==> config.mk <==
export PLATFORM = sky130hd
export DESIGN_NAME = obj_line_scanner
export DESIGN_NICKNAME = d
export VERILOG_FILES = /design/src/rtl/obj_pkg.sv /design/src/rtl/obj_row_decode.sv /design/src/rtl/obj_line_scanner.sv
export SDC_FILE = /design/constraint.sdc
export NUM_CORES = 1
export LEC_CHECK = 0
export ABC_AREA = 1
export CORE_MARGIN = 2
export CORE_UTILIZATION = 50
export CTS_BUF_LIST = sky130_fd_sc_hd__clkbuf_16
export DETAILED_ROUTE_END_ITERATION = 10
export PLACE_DENSITY = 0.77
export SYNTH_ARGS = -nofsm -noshare
export SYNTH_HDL_FRONTEND = slang
export SYNTH_SLANG_ARGS = --single-unit
==> constraint.sdc <==
create_clock -name clk -period 5.1 [get_ports clk]
set_input_delay 0.765 -clock clk [delete_from_list [all_inputs] [get_ports clk]]
set_output_delay 0.765 -clock clk [all_outputs]
set_load 0.02 [all_outputs]
==> src/rtl/obj_pkg.sv <==
// Shared types for the object scanline scanner: decoded entry, fetch descriptor, FSM states.
package obj_pkg;

  localparam int OBJ_COUNT = 512;
  localparam int OBJ_WORDS = 4;
  localparam int TILE_PX   = 16;

  typedef enum logic [3:0] {
    IDLE, RD0, RD1, RD2, RD3, EVAL, EMIT, NEXT, DONE
  } scan_state_t;

  typedef struct packed {
    logic [2:0]  layer;
    logic [8:0]  y;
    logic [1:0]  h;
    logic [1:0]  w;
    logic [15:0] code;
    logic [6:0]  color;
    logic        prio;
    logic        flipx;
    logic        flipy;
    logic [9:0]  x;
  } obj_entry_t;

  typedef struct packed {
    logic [15:0] code;
    logic [3:0]  row;
    logic [9:0]  x;
    logic [6:0]  color;
    logic        prio;
    logic        flipx;
  } obj_desc_t;

  function automatic obj_entry_t decode_entry(input logic [15:0] w0, input logic [15:0] w1,
                                              input logic [9:0] w2, input logic [9:0] w3);
    obj_entry_t e;
    e.y     = w0[8:0];
    e.h     = w0[10:9];
    e.w     = w0[12:11];
    e.layer = w0[15:13];
    e.code  = w1;
    e.color = w2[6:0];
    e.prio  = w2[7];
    e.flipx = w2[8];
    e.flipy = w2[9];
    e.x     = w3;
    return e;
  endfunction

endpackage

==> src/rtl/obj_row_decode.sv <==
// Combinational visibility test of one object entry against the target line; no state, no backpressure.
module obj_row_decode
  import obj_pkg::*;
(
  input  obj_entry_t  entry,
  input  logic [8:0]  target,
  output logic        visible,
  output logic [2:0]  tr,
  output logic [3:0]  row,
  output logic [3:0]  cols
);

  logic [8:0] r;
  logic [8:0] height;
  logic [2:0] mask;
  logic       unused_fields;

  assign unused_fields = ^{entry.layer, entry.color, entry.prio, entry.flipx, entry.x};

  always_comb begin
    r       = target - entry.y;
    height  = 9'd16 << entry.h;
    mask    = 3'((4'd1 << entry.h) - 4'd1);
    visible = (entry.code != 16'd0) && (r < height);
    cols    = 4'd1 << entry.w;
    tr      = r[6:4] & mask;
    row     = r[3:0];
    // vertical flip mirrors both the tile within the sprite and the row within the tile
    if (entry.flipy) begin
      tr  = mask - tr;
      row = ~r[3:0];
    end
  end

endmodule

==> src/rtl/obj_line_scanner.sv <==
// Scans 512 object entries per line, emits one registered descriptor per visible 16-px column; 6 ce-cycles line_start->first valid.
// Descriptor held stable while desc_ready=0; optional OBJ_SCAN_LAYER_FILTER_EN adds layer_mask.
module obj_line_scanner
  import obj_pkg::*;
#(
  parameter int MAX_PER_LINE = 96
) (
  input  logic        clk,
  input  logic        reset,
  input  logic        ce,
  input  logic        line_start,
  input  logic [8:0]  vcount,
`ifdef OBJ_SCAN_LAYER_FILTER_EN
  input  logic [7:0]  layer_mask,
`endif
  input  logic        obj_busy,
  output logic [10:0] obj_ram_addr,
  input  logic [15:0] obj_ram_data,
  output logic        desc_valid,
  input  logic        desc_ready,
  output logic [15:0] desc_code,
  output logic [3:0]  desc_row,
  output logic [9:0]  desc_x,
  output logic [6:0]  desc_color,
  output logic        desc_prio,
  output logic        desc_flipx,
  output logic        scan_done,
  output logic        line_overflow,
  output logic        line_overrun
);

  scan_state_t state, state_n;
  logic [8:0]  target, index;
  logic [15:0] w0_q, w1_q;
  logic [9:0]  w2_q, w3_q;
  logic [2:0]  col, col_sel, code_col, last_col, tr;
  logic [3:0]  row, cols;
  logic [7:0]  count;
  logic [8:0]  count_inc;
  logic        budget_hit, active, accept, vis_raw, entry_vis;
  obj_entry_t  ent;
  obj_desc_t   desc_q, desc_n;

  // w3 is still on the read bus during EVAL, so the first descriptor is built from it directly
  assign ent = decode_entry(w0_q, w1_q, w2_q, (state == EVAL) ? obj_ram_data[9:0] : w3_q);

  obj_row_decode u_decode (
    .entry   (ent),
    .target  (target),
    .visible (vis_raw),
    .tr      (tr),
    .row     (row),
    .cols    (cols)
  );

`ifdef OBJ_SCAN_LAYER_FILTER_EN
  assign entry_vis = vis_raw && layer_mask[ent.layer];
`else
  assign entry_vis = vis_raw;
`endif

  assign last_col   = 3'(cols - 4'd1);
  assign col_sel    = (state == EVAL) ? 3'd0 : col + 3'd1;
  assign code_col   = ent.flipx ? last_col - col_sel : col_sel;
  assign count_inc  = {1'b0, count} + 9'd1;
  assign budget_hit = (count_inc == 9'(MAX_PER_LINE));
  assign active     = (state != IDLE) && (state != DONE);
  assign accept     = desc_valid && desc_ready;

  always_comb begin
    desc_n       = '0;
    desc_n.code  = ent.code + {10'd0, code_col, 3'b000} + {13'd0, tr};
    desc_n.row   = row;
    desc_n.x     = ent.x + {3'd0, col_sel, 4'd0};
    desc_n.color = ent.color;
    desc_n.prio  = ent.prio;
    desc_n.flipx = ent.flipx;
  end

  always_ff @(posedge clk or posedge reset) begin
    if (reset)   state <= IDLE;
    else if (ce) state <= state_n;
  end

  always_comb begin
    state_n = state;
    if (line_start)            state_n = RD0;
    else if (obj_busy && active) state_n = DONE;
    else begin
      case (state)
        RD0:  state_n = RD1;
        RD1:  state_n = RD2;
        RD2:  state_n = RD3;
        RD3:  state_n = EVAL;
        EVAL: state_n = entry_vis ? EMIT : NEXT;
        EMIT: begin
          if (accept) begin
            if (budget_hit)           state_n = DONE;
            else if (col == last_col) state_n = NEXT;
          end
        end
        NEXT: state_n = (index == 9'(OBJ_COUNT - 1)) ? DONE : RD0;
        DONE: state_n = IDLE;
        default: state_n = IDLE;
      endcase
    end
  end

  always_comb begin
    obj_ram_addr = {index, 2'd0};
    desc_valid   = 1'b0;
    scan_done    = 1'b0;
    case (state)
      RD1:  obj_ram_addr = {index, 2'd1};
      RD2:  obj_ram_addr = {index, 2'd2};
      RD3:  obj_ram_addr = {index, 2'd3};
      EMIT: desc_valid   = !obj_busy;
      DONE: scan_done    = 1'b1;
      default: ;
    endcase
  end

  always_ff @(posedge clk or posedge reset) begin
    if (reset) begin
      target        <= '0;
      index         <= '0;
      w0_q          <= '0;
      w1_q          <= '0;
      w2_q          <= '0;
      w3_q          <= '0;
      col           <= '0;
      count         <= '0;
      desc_q        <= '0;
      line_overflow <= 1'b0;
      line_overrun  <= 1'b0;
    end else if (ce) begin
      if (line_start) begin
        target        <= vcount + 9'd1;
        index         <= '0;
        count         <= '0;
        line_overflow <= 1'b0;
        line_overrun  <= active;
      end else begin
        case (state)
          RD1:  w0_q <= obj_ram_data;
          RD2:  w1_q <= obj_ram_data;
          RD3:  w2_q <= obj_ram_data[9:0];
          EVAL: begin
            w3_q   <= obj_ram_data[9:0];
            col    <= '0;
            desc_q <= desc_n;
          end
          EMIT: begin
            if (accept) begin
              count <= count_inc[7:0];
              if (budget_hit) line_overflow <= 1'b1;
              else if (col != last_col) begin
                col    <= col_sel;
                desc_q <= desc_n;
              end
            end
          end
          NEXT: if (!obj_busy && index != 9'(OBJ_COUNT - 1)) index <= index + 9'd1;
          default: ;
        endcase
      end
    end
  end

  assign desc_code  = desc_q.code;
  assign desc_row   = desc_q.row;
  assign desc_x     = desc_q.x;
  assign desc_color = desc_q.color;
  assign desc_prio  = desc_q.prio;
  assign desc_flipx = desc_q.flipx;

endmodule

==> flow_summary.json <==
{
  "run_status": "finished clean",
  "finalWeightedCongestion": 0.9068,
  "nFillCells": 1160,
  "drive_above_1_share_pct": 7.392,
  "slew_headroom_pct": 38.34,
  "cp-end-kind": "flop",
  "skew_ns": 0.009191,
  "seq_area_um2": 3078,
  "syn2layout_area_growth_pct": 22.91,
  "grt_pass1_vias": 5466,
  "synth_area_per_cell_um2": 8.027,
  "tightest_slew_ns": 0.9226,
  "die_h_um": 120.8,
  "cts_root_buffer": "clkbuf_16",
  "start_util_pct": 51.26,
  "dr.pass1.iters": 5,
  "setup_viol": 0,
  "wire_per_inst_um": 13.90,
  "dpl.hpwl_um": 11070,
  "core-area_um2": 13300,
  "total_power_mw": 2.964,
  "htree_levels": 4,
  "cts.sinks": 123,
  "async_flop_share_pct": 100.0,
  "tritoncts": "built",
  "dr.first_iter.drc_count": 391,
  "crit_type": "flop to flop",
  "tns_ns": 0,
  "slew_violations": 0,
  "worstPathRequired_ns": 5.41,
  "rsz0062_at_grt": "false",
  "arrival_ns": 4.42,
  "final_nets": 998,
  "layoutNonFillerInstCount": 1123,
  "cts_resized": 0,
  "grt_pass1_wl_um": 26050,
  "place_inst": 1091,
  "synth_edf_count": 0,
  "min_period_over_period_pct": 80.55,
  "overflow": 0,
  "yosys_warnings": 0,
  "postCtsSetupBuffers": 0,
  "die_area_um2": 14580,
  "syn_inst": 849,
  "min_period_ns": 4.108,
  "ys_types": 40,
  "totalWireLength_um": 15610,
  "n_antenna_cell": 0,
  "vdd_drop_max_mv": 0.2026,
  "p_per_area_nw_per_um2": 353.9,
  "multiInputGateArea_um2": 3183,
  "insertion_delay_ns": 0.42,
  "fmax_mhz": 243.4,
  "cts_buffers": 17,
  "routed_via_density": 5.112,
  "synth_area_um2": 6815,
  "ant_nets": 0,
  "antenna_found_initial": 0,
  "fin_area_um2": 8377,
  "worstSetupStartpointType": "flop",
  "critPathMaxStageDelay_ns": 0.40,
  "clk_pin_slew_ns": 0.06,
  "ys.flop_type": "dfrtp_1",
  "cap_violations": 0,
  "grt_max_degree": 60,
  "cpMaxStageDelayCell": "fa_1",
  "finalHoldViolations": 0,
  "fp.dieW_um": 120.8,
  "rows": 42,
  "num_vias": 5741,
  "critPathMostFrequentCell": "nand2_1",
  "drc": 0,
  "portBuffers": 84,
  "crit_fanout": 5,
  "hold_buffers": 0,
  "p_leak_nw": 4.029,
  "syn-num-nets": 913,
  "placed_cell_area_um2": 7771,
  "hold_path_class": "flop to flop",
  "yosys_register_bits": 123,
  "io_pins": 85,
  "clockBufferDepth": 2,
  "synth-seq-area-share_pct": 45.16,
  "gr-usage-all-layers_pct": 22.91
}
## placed cells by master (no fill, tap or decap), drive strengths merged, types with 6 or more instances in the layout
| cell type | count |
|---|---|
| nand2 | 253 |
| dfrtp | 123 |
| inv | 112 |
| o21ai | 109 |
| clkdlybuf4s50 | 84 |
| nor2 | 52 |
| nand3 | 37 |
| ha | 29 |
| xor2 | 25 |
| a21oi | 21 |
| clkbuf | 17 |
| nor3 | 12 |
| clkinv | 11 |
| xnor2 | 10 |
| nand4 | 8 |
| o22ai | 6 |
## final timing paths
kind | cells past startpoint | end | startpoint | slack (ns)
worst max-delay path | 28 | desc_code[13] | target[0] | 0.99
worst min register to register | 2 | desc_prio | desc_prio | 0.48
worst max register to register | 28 | desc_code[13] | target[0] | 0.99
worst min-delay path | 2 | desc_prio | desc_prio | 0.48
max in group asynchronous | 3 | desc_color[0] | reset | 3.29
min in group asynchronous | 2 | state[2] | reset | 0.83
## synthesized netlist by cell type, types with 5 or more instances
cell type  number  area [um2]
nand2_1       247       927.1
dfrtp_1       123        3078
inv_1         107       401.6
o21ai_0        98       490.5
nor2_1         47       176.4
nand3_1        35       175.2
ha_1           29       362.9
xor2_1         24       210.2
a21oi_1        21       105.1
clkbuf_1       12       45.04
nor3_1         11       55.05
o21ai_2        11       96.34
xnor2_1        10       87.58
nand4_1         8       50.05
nand2_2         6       37.54
o22ai_1         6       37.54
a31oi_1         5       31.28
inv_2           5       18.77
or2_2           5       31.28
## through the flow
step / util, % / hold WS, ns / worst slack (ns)
after detailed placement: 58.45 / 0.4661 / 1.054
after floorplan: - / 0.4422 / 1.064
after CTS: 63.01 / 0.4817 / 1.013
after global placement: 58.45 / 0.4592 / 1.201
after global routing: 63.01 / 0.4964 / 0.4870
final: 63.01 / 0.4751 / 0.9919
## critical path, delay by kind of cell, from the launching register on
kind	cells	cell delay, ns
xor+xnor	2	0.30
buf+inv	4	0.22
compound gates	1	0.08
flops	1	0.38
fa+ha+maj	5	1.27
simple gates	16	1.76
## layout make-up
type	count	area share, %
inverter	113	5.093
clock inverter	15	2.151
timing repair buffer	87	10.31
multi-input combinational	592	38.00
clock buffer	17	5.078
tap	176	2.629
sequential	123	36.74
## power breakdown
group	internal, mW	switching (mW)	total, mW
clock	0.807	0.438	1.24
combinational	0.239	0.344	0.583
sequential	1.06	0.0774	1.14
total	2.10	0.860	2.96
## logic make-up (layout without fill, tap and decap cells)
family                   after synthesis  in the layout  synth area share (%)
flip-flops                           123            123                 45.16
XOR/XNOR                              35             35                 4.608
buffers and inverters                134            232                 8.133
adder cells (fa/ha/maj)               33             33                 6.499
AND/OR/NAND/NOR                      372            372                 22.97
AO/OA/AOI/OAI                        152            152                 12.63
## layer usage
layer	track usage (%)	up-vias	routed length [um]
met5	0	-	0
met4	9.593	0	353
met3	5.377	24	821
met2	35.91	146	7182
met1	30.60	2660	7251
li1	-	2911	-
## state kept, by name, indices dropped and copies added (netlist names)
register / count
col: 3
count: 8
desc_code: 16
desc_color: 7
desc_flipx: 1
desc_prio: 1
desc_row: 4
desc_x: 10
index: 9
line_overflow: 1
line_overrun: 1
state: 4
target: 9
w0_q: 13
w1_q: 16
w2_q: 10
w3_q: 10
No activity file was read; power rests on OpenSTA's default activity.
